`src/rtl/iram_ctrl_if.sv`:
```
// iram_ctrl bus bundle: core miss request,
// word return, instruction RAM read port, status.
interface iram_ctrl_if #(
  parameter int PC_SIZE   = 32,
  parameter int WORD_SIZE = 32,
  parameter int CNT_W     = 16
);
  logic                 i_miss;
  logic [PC_SIZE-1:0]   ram_address;
  logic [WORD_SIZE-1:0] mem_word;
  logic                 word_ready;
  logic                 mem_req;
  logic [PC_SIZE-1:0]   mem_addr;
  logic [WORD_SIZE-1:0] mem_rdata;
  logic                 mem_rvalid;
  logic                 busy;
  logic [CNT_W-1:0]     miss_count;

  modport slave (
    input  i_miss, ram_address,
    input  mem_rdata, mem_rvalid,
    output mem_word, word_ready,
    output mem_req, mem_addr,
    output busy, miss_count
  );

  modport master (
    output i_miss, ram_address,
    output mem_rdata, mem_rvalid,
    input  mem_word, word_ready,
    input  mem_req, mem_addr,
    input  busy, miss_count
  );
endinterface

```
`src/rtl/iram_ctrl.sv`:
```
// Instruction-RAM line refill controller:
// one outstanding word read, ascending order.
module iram_ctrl #(
  parameter int PC_SIZE    = 32,
  parameter int WORD_SIZE  = 32,
  parameter int LINE_WORDS = 4,
  parameter int CNT_W      = 16
) (
  input logic         clk,
  input logic         nrst,
  iram_ctrl_if.slave  bus
);
  localparam int OFS  = $clog2(4 * LINE_WORDS);
  localparam int WC_W = $clog2(LINE_WORDS);

  typedef enum logic [1:0] {
    IDLE,
    REQ,
    WAIT,
    DONE
  } state_t;

  state_t               state;
  state_t               state_n;
  logic [WC_W-1:0]      wcnt;
  logic [PC_SIZE-1:0]   addr_q;
  logic [WORD_SIZE-1:0] word_q;
  logic                 rdy_q;
  logic [CNT_W-1:0]     cnt_q;
  logic                 last_w;
  logic                 start;
  logic                 got;
  logic [PC_SIZE-1:0]   line_base;

  assign last_w = (wcnt == WC_W'(LINE_WORDS - 1));
  assign start  = (state == IDLE) && bus.i_miss;
  assign got    = (state == WAIT) && bus.mem_rvalid;

  assign line_base = {
    bus.ram_address[PC_SIZE-1:OFS],
    {OFS{1'b0}}
  };

  // State register; reset aborts any refill
  always_ff @(posedge clk or negedge nrst) begin
    if (!nrst) state <= IDLE;
    else       state <= state_n;
  end

  // Next state: DONE waits for the miss to drop
  always_comb begin
    state_n = state;
    unique case (state)
      IDLE: if (bus.i_miss) state_n = REQ;
      REQ:  state_n = WAIT;
      WAIT: begin
        if (bus.mem_rvalid)
          state_n = last_w ? DONE : REQ;
      end
      DONE: if (!bus.i_miss) state_n = IDLE;
      default: state_n = IDLE;
    endcase
  end

  // Address/word counter, return word, miss count
  always_ff @(posedge clk or negedge nrst) begin
    if (!nrst) begin
      wcnt   <= '0;
      addr_q <= '0;
      word_q <= '0;
      rdy_q  <= 1'b0;
      cnt_q  <= '0;
    end else begin
      rdy_q <= 1'b0;
      if (start) begin
        addr_q <= line_base;
        wcnt   <= '0;
        if (~&cnt_q) cnt_q <= cnt_q + CNT_W'(1);
      end
      if (got) begin
        word_q <= bus.mem_rdata;
        rdy_q  <= 1'b1;
        if (!last_w) begin
          wcnt   <= wcnt + WC_W'(1);
          addr_q <= addr_q + PC_SIZE'(4);
        end
      end
    end
  end

  assign bus.mem_req    = (state == REQ);
  assign bus.mem_addr   = addr_q;
  assign bus.mem_word   = word_q;
  assign bus.word_ready = rdy_q;
  assign bus.busy       = (state != IDLE);
  assign bus.miss_count = cnt_q;
endmodule

```
`src/flat_wrapper.sv`:
```
// flat-port wrapper written by rule: the top's interface ports become plain ports
module iram_ctrl_flat 
#(
  parameter int PC_SIZE    = 32,
  parameter int WORD_SIZE  = 32,
  parameter int LINE_WORDS = 4,
  parameter int CNT_W      = 16
)
  (clk, nrst, bus_i_miss, bus_ram_address, bus_mem_rdata, bus_mem_rvalid, bus_mem_word, bus_word_ready, bus_mem_req, bus_mem_addr, bus_busy, bus_miss_count);
  iram_ctrl_if #(.PC_SIZE(PC_SIZE), .WORD_SIZE(WORD_SIZE), .CNT_W(CNT_W)) bus_i ();
  input logic clk;
  input logic nrst;
  input wire logic [$bits(bus_i.i_miss)-1:0] bus_i_miss;
  input wire logic [$bits(bus_i.ram_address)-1:0] bus_ram_address;
  input wire logic [$bits(bus_i.mem_rdata)-1:0] bus_mem_rdata;
  input wire logic [$bits(bus_i.mem_rvalid)-1:0] bus_mem_rvalid;
  output wire logic [$bits(bus_i.mem_word)-1:0] bus_mem_word;
  output wire logic [$bits(bus_i.word_ready)-1:0] bus_word_ready;
  output wire logic [$bits(bus_i.mem_req)-1:0] bus_mem_req;
  output wire logic [$bits(bus_i.mem_addr)-1:0] bus_mem_addr;
  output wire logic [$bits(bus_i.busy)-1:0] bus_busy;
  output wire logic [$bits(bus_i.miss_count)-1:0] bus_miss_count;
  assign bus_i.i_miss = bus_i_miss;
  assign bus_i.ram_address = bus_ram_address;
  assign bus_i.mem_rdata = bus_mem_rdata;
  assign bus_i.mem_rvalid = bus_mem_rvalid;
  assign bus_mem_word = bus_i.mem_word;
  assign bus_word_ready = bus_i.word_ready;
  assign bus_mem_req = bus_i.mem_req;
  assign bus_mem_addr = bus_i.mem_addr;
  assign bus_busy = bus_i.busy;
  assign bus_miss_count = bus_i.miss_count;
  iram_ctrl #(.PC_SIZE(PC_SIZE), .WORD_SIZE(WORD_SIZE), .LINE_WORDS(LINE_WORDS), .CNT_W(CNT_W)) u_core (.clk(clk), .nrst(nrst), .bus(bus_i));
endmodule
```
`config.mk`:
```
export PLATFORM = sky130hd
export DESIGN_NAME = iram_ctrl_flat
export DESIGN_NICKNAME = d
export VERILOG_FILES = /design/src/rtl/iram_ctrl_if.sv /design/src/rtl/iram_ctrl.sv /design/src/flat_wrapper.sv
export SDC_FILE = /design/constraint.sdc
export NUM_CORES = 1
export LEC_CHECK = 0
export ABC_AREA = 1
export CELL_PAD_IN_SITES_DETAIL_PLACEMENT = 0
export CELL_PAD_IN_SITES_GLOBAL_PLACEMENT = 1
export CORE_AREA = 2 2 115 144
export CTS_BUF_LIST = sky130_fd_sc_hd__clkbuf_8
export DETAILED_ROUTE_END_ITERATION = 7
export DIE_AREA = 0 0 117 146
export GPL_TIMING_DRIVEN = 0
export PLACE_DENSITY = 0.85
export SLEW_MARGIN = 40
export SYNTH_ARGS = -nofsm -noshare
export SYNTH_HDL_FRONTEND = slang
export SYNTH_SLANG_ARGS = --single-unit
```
`constraint.sdc`:
```
create_clock -name clk -period 2.2 [get_ports clk]
set_input_delay 0.33 -clock clk [delete_from_list [all_inputs] [get_ports clk]]
set_output_delay 0.33 -clock clk [all_outputs]
set_load 0.02 [all_outputs]
```
# == Yosys cells after proc, flatten, opt, wreduce, memory -nomap -nowiden ==
# Index checks and enable logic that the tools add are counted.
# W data, S select, Z words.
# word_totals
register_bits,85
in_bits,68
out_inout_bits,83
wordCells,36
# op_classes
n_addsub,3
eq_ne,7
n_mux,12
bitwise,1
n_reduce_logical,7
# op_table
cell,count
$mux W32,3
$add A32 B3 Y32 const B,1
$add A16 B1 Y16 const B,1
$reduce_and A16 Y1,1
$mux W2,7
$pmux W2 S4,1
$eq A2 B2 Y1 const B,3
$ne A2 B2 Y1 const B,3
$reduce_and A3 Y1,1
$add A2 B1 Y2 const B,1
$eq A2 B1 Y1 const B,1
$logic_and A1 B1 Y1,2
$logic_not A2 Y1,1
$reduce_and A2 Y1,1
$reduce_bool A2 Y1,1
$mux W1,1
$not A1 Y1,1

# == Logic depth before layout (Yosys ltp) ==
# logic_depth
depth_word,5
depth_mapped,10
ltp_nobuf,10

# == Least setup slack after synthesis ==
# No wires, ideal clock.
# synth_timing
path_type,register to register
startpoint,"reg u_core.cnt_q[0], in the netlist u_core.bus.miss_count[0]"
endpoint,"reg u_core.cnt_q[11], in the netlist u_core.bus.miss_count[11]"
setup_ns,0.119
arrival_time_ns,1.512
required_ns,2.081
path_slack_ns,0.569
path_stages_with_launch,10
n_path_buf,1
period_less_slack_ns,1.631
cell_sequence,dfrtp_1 ha_1 nand3_1 nor3_2 nand3_1 nand2_1 inv_1 buf_2 nand2_1 o21ai_2
# synth_between
elab_chain_cells,3
word_cells_on_any_way,4
cone_classes,add/sub (1); bitwise (1); reduce/logical (2)
# synth_rtl
item,line,text
from (decl),iram_ctrl.sv:29,logic [CNT_W-1:0] cnt_q;
from (signal assigned),iram_ctrl.sv:78,if (~&cnt_q) cnt_q <= cnt_q + CNT_W'(1);
branches (longest 3 deep; another with $add A16 B1 Y16),n/a,
# Parallel ways; which one is timed is not known.
# A chain may end at the register's enable or synchronous reset.

# == Final worst setup path ==
# layout_timing
startpoint,reg u_core.state[1]
endpoint,out bus_mem_req
# layout_between
elab_chain_cells,1
# layout_rtl
item,line,text
from (decl),iram_ctrl.sv:23,state_t state;
from (signal assigned),iram_ctrl.sv:47,else state <= state_n;
$eq A2 B1 Y1,iram_ctrl.sv:91,assign bus.mem_req = (state == REQ);
to (decl),flat_wrapper.sv:19,output wire logic [$bits(bus_i.mem_req)-1:0] bus_mem_req;
# Every way passes these cells.

==> results.py <==
metrics = {
    "logic_synthesis": {
        "synth_cell_types": 33,
        "synth_warnings": 0,
        "synthCells": 641,
        "synth_top_area_share_pct": 46.0,
        "synth_fp_nets": 712,
        "synth_largest_area_cell": "dfrtp_1",
        "seq_area_frac_synth_pct": 46.0,
        "synth.area.top_cells": "dfrtp_1 (46%), nand2_1 (23%), nor2_1 (5.6%), inv_1 (4.5%), nand3_1 (3.7%)",
        "synth-seq-cells": 85,
        "syn_area_um2": 4620,
        "syn_avg_cell_area_um2": 7.21,
    },
    "placed_design": {
        "gp_congestion": 0.915,
        "dp_hpwl_um": 10600,
        "place_ws_ps": 247,
        "io_buffers": 146,
        "dp.cells": 1000,
    },
    "run_status": {
        "outcome": "finished clean",
    },
    "finish": {
        "nets": 871,
        "drive_gt1_share_pct": 5.71,
        "syn_to_final_growth_pct": 42.2,
        "diodes": 0,
        "num-fill-cells": 1639,
        "fin_cells": 1017,
        "seq_area_um2": 2130,
        "multi_input_area_um2": 2170,
    },
    "timing": {
        "rsz0062_at_grt": "false",
        "worst_pin_slew_ps": 462,
        "final-hold-violation-count": 0,
        "setup_viol_count_final": 0,
        "max_freq_mhz": 508,
        "final.period_utilization_pct": 89.4,
        "drv_slew": 0,
        "worst_slack_ps": 233,
        "finalCriticalPeriod_ps": 1970,
        "relSlewSlack_pct": 69.2,
        "fin_skew_ps": 13.7,
    },
    "worst_hold_path": {
        "min_path_type": "in -> async",
    },
    "route": {
        "vias": 4561,
        "routed_wl_um": 14100,
        "ant_nets": 0,
        "drc": 0,
        "drt_pass1_iterations": 4,
        "wl_per_cell_um": 13.8,
        "vias_per_cell": 4.48,
        "drt-initial-drc-count": 210,
    },
    "pwr": {
        "cellInternalPower_mw": 4.47,
        "power_density_nw_per_um2": 1220,
        "switchingPower_mw": 3.58,
        "ir_worst_vdd_uv": 513,
        "p_leak_nw": 3.03,
        "swShare_pct": 44.5,
        "clockPowerShare_pct": 13.6,
        "combPwrFrac_pct": 51.0,
        "pwr-share-seq_pct": 35.5,
    },
    "grt": {
        "grt_use_total_pct": 16.8,
        "grt_overflow": 0,
        "use_met3_pct": 4.29,
        "grt_max_degree": 49,
        "grt_pass1_vias": 4514,
        "grtUsageMet2_pct": 28.6,
        "top_usage_layer": "met2",
        "antenna_found_initial": 0,
        "grt.met1_usage_pct": 20.0,
        "grt_pass1_wl_um": 22400,
    },
    "run": {
        "cap_violations": 0,
    },
    "critical_path": {
        "cp_max_fo": 5,
        "endpoint_kind": "primary output",
        "crit_type": "reg -> out",
        "worstPathRequired_ps": 1870,
        "cp-startpoint": "u_core.state[1]",
        "cp-start-kind": "flop",
        "cp.arrival_ps": 1640,
        "critical-path-max-stage-delay_ps": 650,
        "r2r_start": "u_core.bus.miss_count[0]",
        "crit_chain": "nor2_1 -> clkdlybuf4s50_1",
        "reg2reg_depth": 9,
        "crit_path_top_delay_cell": "clkdlybuf4s50_1",
    },
    "clock_tree": {
        "clk_pin_slew_ps": 100,
        "clock_path_buffers": 2,
        "tritoncts": "built",
        "cts_made_buffers": 9,
        "cts_max_level": 3,
        "cts_sinks": 85,
        "post_cts_buffers": 0,
        "clock_latency_ps": 370,
        "root_buffer": "clkbuf_8",
    },
    "die": {
        "die-area_um2": 17100,
        "boundaryPins": 151,
        "row_count": 51,
        "die_y_um": 146,
        "start_util_pct": 29.6,
        "die_w_um": 117,
        "core_area_um2": 15600,
    },
}
critical path, delay by kind of cell (launching register included):
kind | cells | cell delay (ps)
buffers and inverters | 1 | 650
DFF | 1 | 450
and+or+nand+nor | 1 | 180
layout make-up:
type	instances	share of cell area (%)
multi-input combinational	478	33.1
sequential	85	32.3
timing repair buffer	148	22.8
tap	212	4.03
inverter	61	3.50
clock buffer	11	2.30
buffer	17	1.39
clock inverter	5	0.552
layout by cell type (no fill, tap or decap), types with 3 or more instances in the layout:
master,count
nor3_1,3
nor2_1,69
ha_1,3
a21oi_1,15
clkdlybuf4s50_1,145
buf_4,3
xnor2_1,8
dfrtp_1,85
o221ai_1,3
nand3_1,34
o211ai_1,5
nand2_2,3
clkbuf_1,6
nand2_1,279
o21ai_0,19
inv_2,4
inv_1,57
xor2_1,15
buf_2,7
o21bai_1,4
clkbuf_8,11
stage by stage:
stage | hold WS [ps] | power [mW] | area, um^2 | TNS (ps) | util [%]
3_5_place_dp | 278 | 7.01 | 6380 | 0 | 40.8
4_1_cts | 431 | 8.14 | 6580 | 0 | 42.1
2_1_floorplan | 34.4 | 5.05 | 4620 | 0 | -
6_report | 441 | 8.05 | 6580 | 0 | 42.1
3_3_place_gp | 462 | 6.96 | 6350 | -221820 | 40.6
5_1_grt | 465 | 8.65 | 6580 | 0 | 42.1
registers in the layout (all words and copies together), names as in the netlist:
name and count:
u_core.bus.mem_addr 32, u_core.bus.mem_word 32, u_core.bus.miss_count 16, u_core.state 2, u_core.wcnt 2, u_core.bus.word_ready 1
final timing paths:
check / to / slack (ps)
max in group asynchronous: u_core.bus.mem_word[7] / 1160
hold / removal: u_core.bus.mem_addr[29] / 440
setup reg to reg: u_core.bus.miss_count[11] / 420
min in group clk: u_core.bus.mem_word[13] / 480
hold reg to reg: u_core.bus.mem_word[13] / 480
setup / recovery: bus_mem_req / 230
cell families after synthesis:
kind of cell / count (synthesis) / synth area share, %
simple gates: 400 / 35.1
flops: 85 / 46.0
buf+inv: 78 / 6.95
compound gates: 50 / 6.36
xor+xnor: 23 / 4.36
fa+ha+maj: 3 / 0.812
mux: 2 / 0.433
per-layer routing:
metal	vias up	part of all wire, %	wire length (um)
met1	2087	42	5890
met5	-	0	0
met4	0	2.0	287
li1	2306	-	-
met3	19	7.0	983
met2	149	49	6900
Yosys cell counts, drive strengths merged:
cell type and n:
buf 11, nand4 2, nor3b 1, clkbuf 6, dfrtp 85, and3 1, o22ai 2, a21oi 15
xnor2 8, nor2 73, xor2 15, nand3 36, mux2i 2, o21bai 4, clkinv 1, nand2 282
o211ai 5, inv 60, ha 3, o221ai 3, nand3b 1, nor3 4, o21ai 21
power by group through the flow:
stage | clock, mW | sequential (mW) | combinational [mW]
final | 1.09 | 2.86 | 4.10
after global placement | 0 | 2.87 | 4.09
after floorplan | 0 | 3.42 | 1.64
after CTS | 1.14 | 2.85 | 4.15
after detailed placement | 0 | 2.87 | 4.14
after global routing | 1.19 | 2.94 | 4.51
what timing repair did:
action | in CTS | in global routing
resized for setup | 0 | 0
hold endpoints to repair | 37 | 0
hold buffers | 1 | 0
Note: power is estimated with default switching activity, not from simulation.
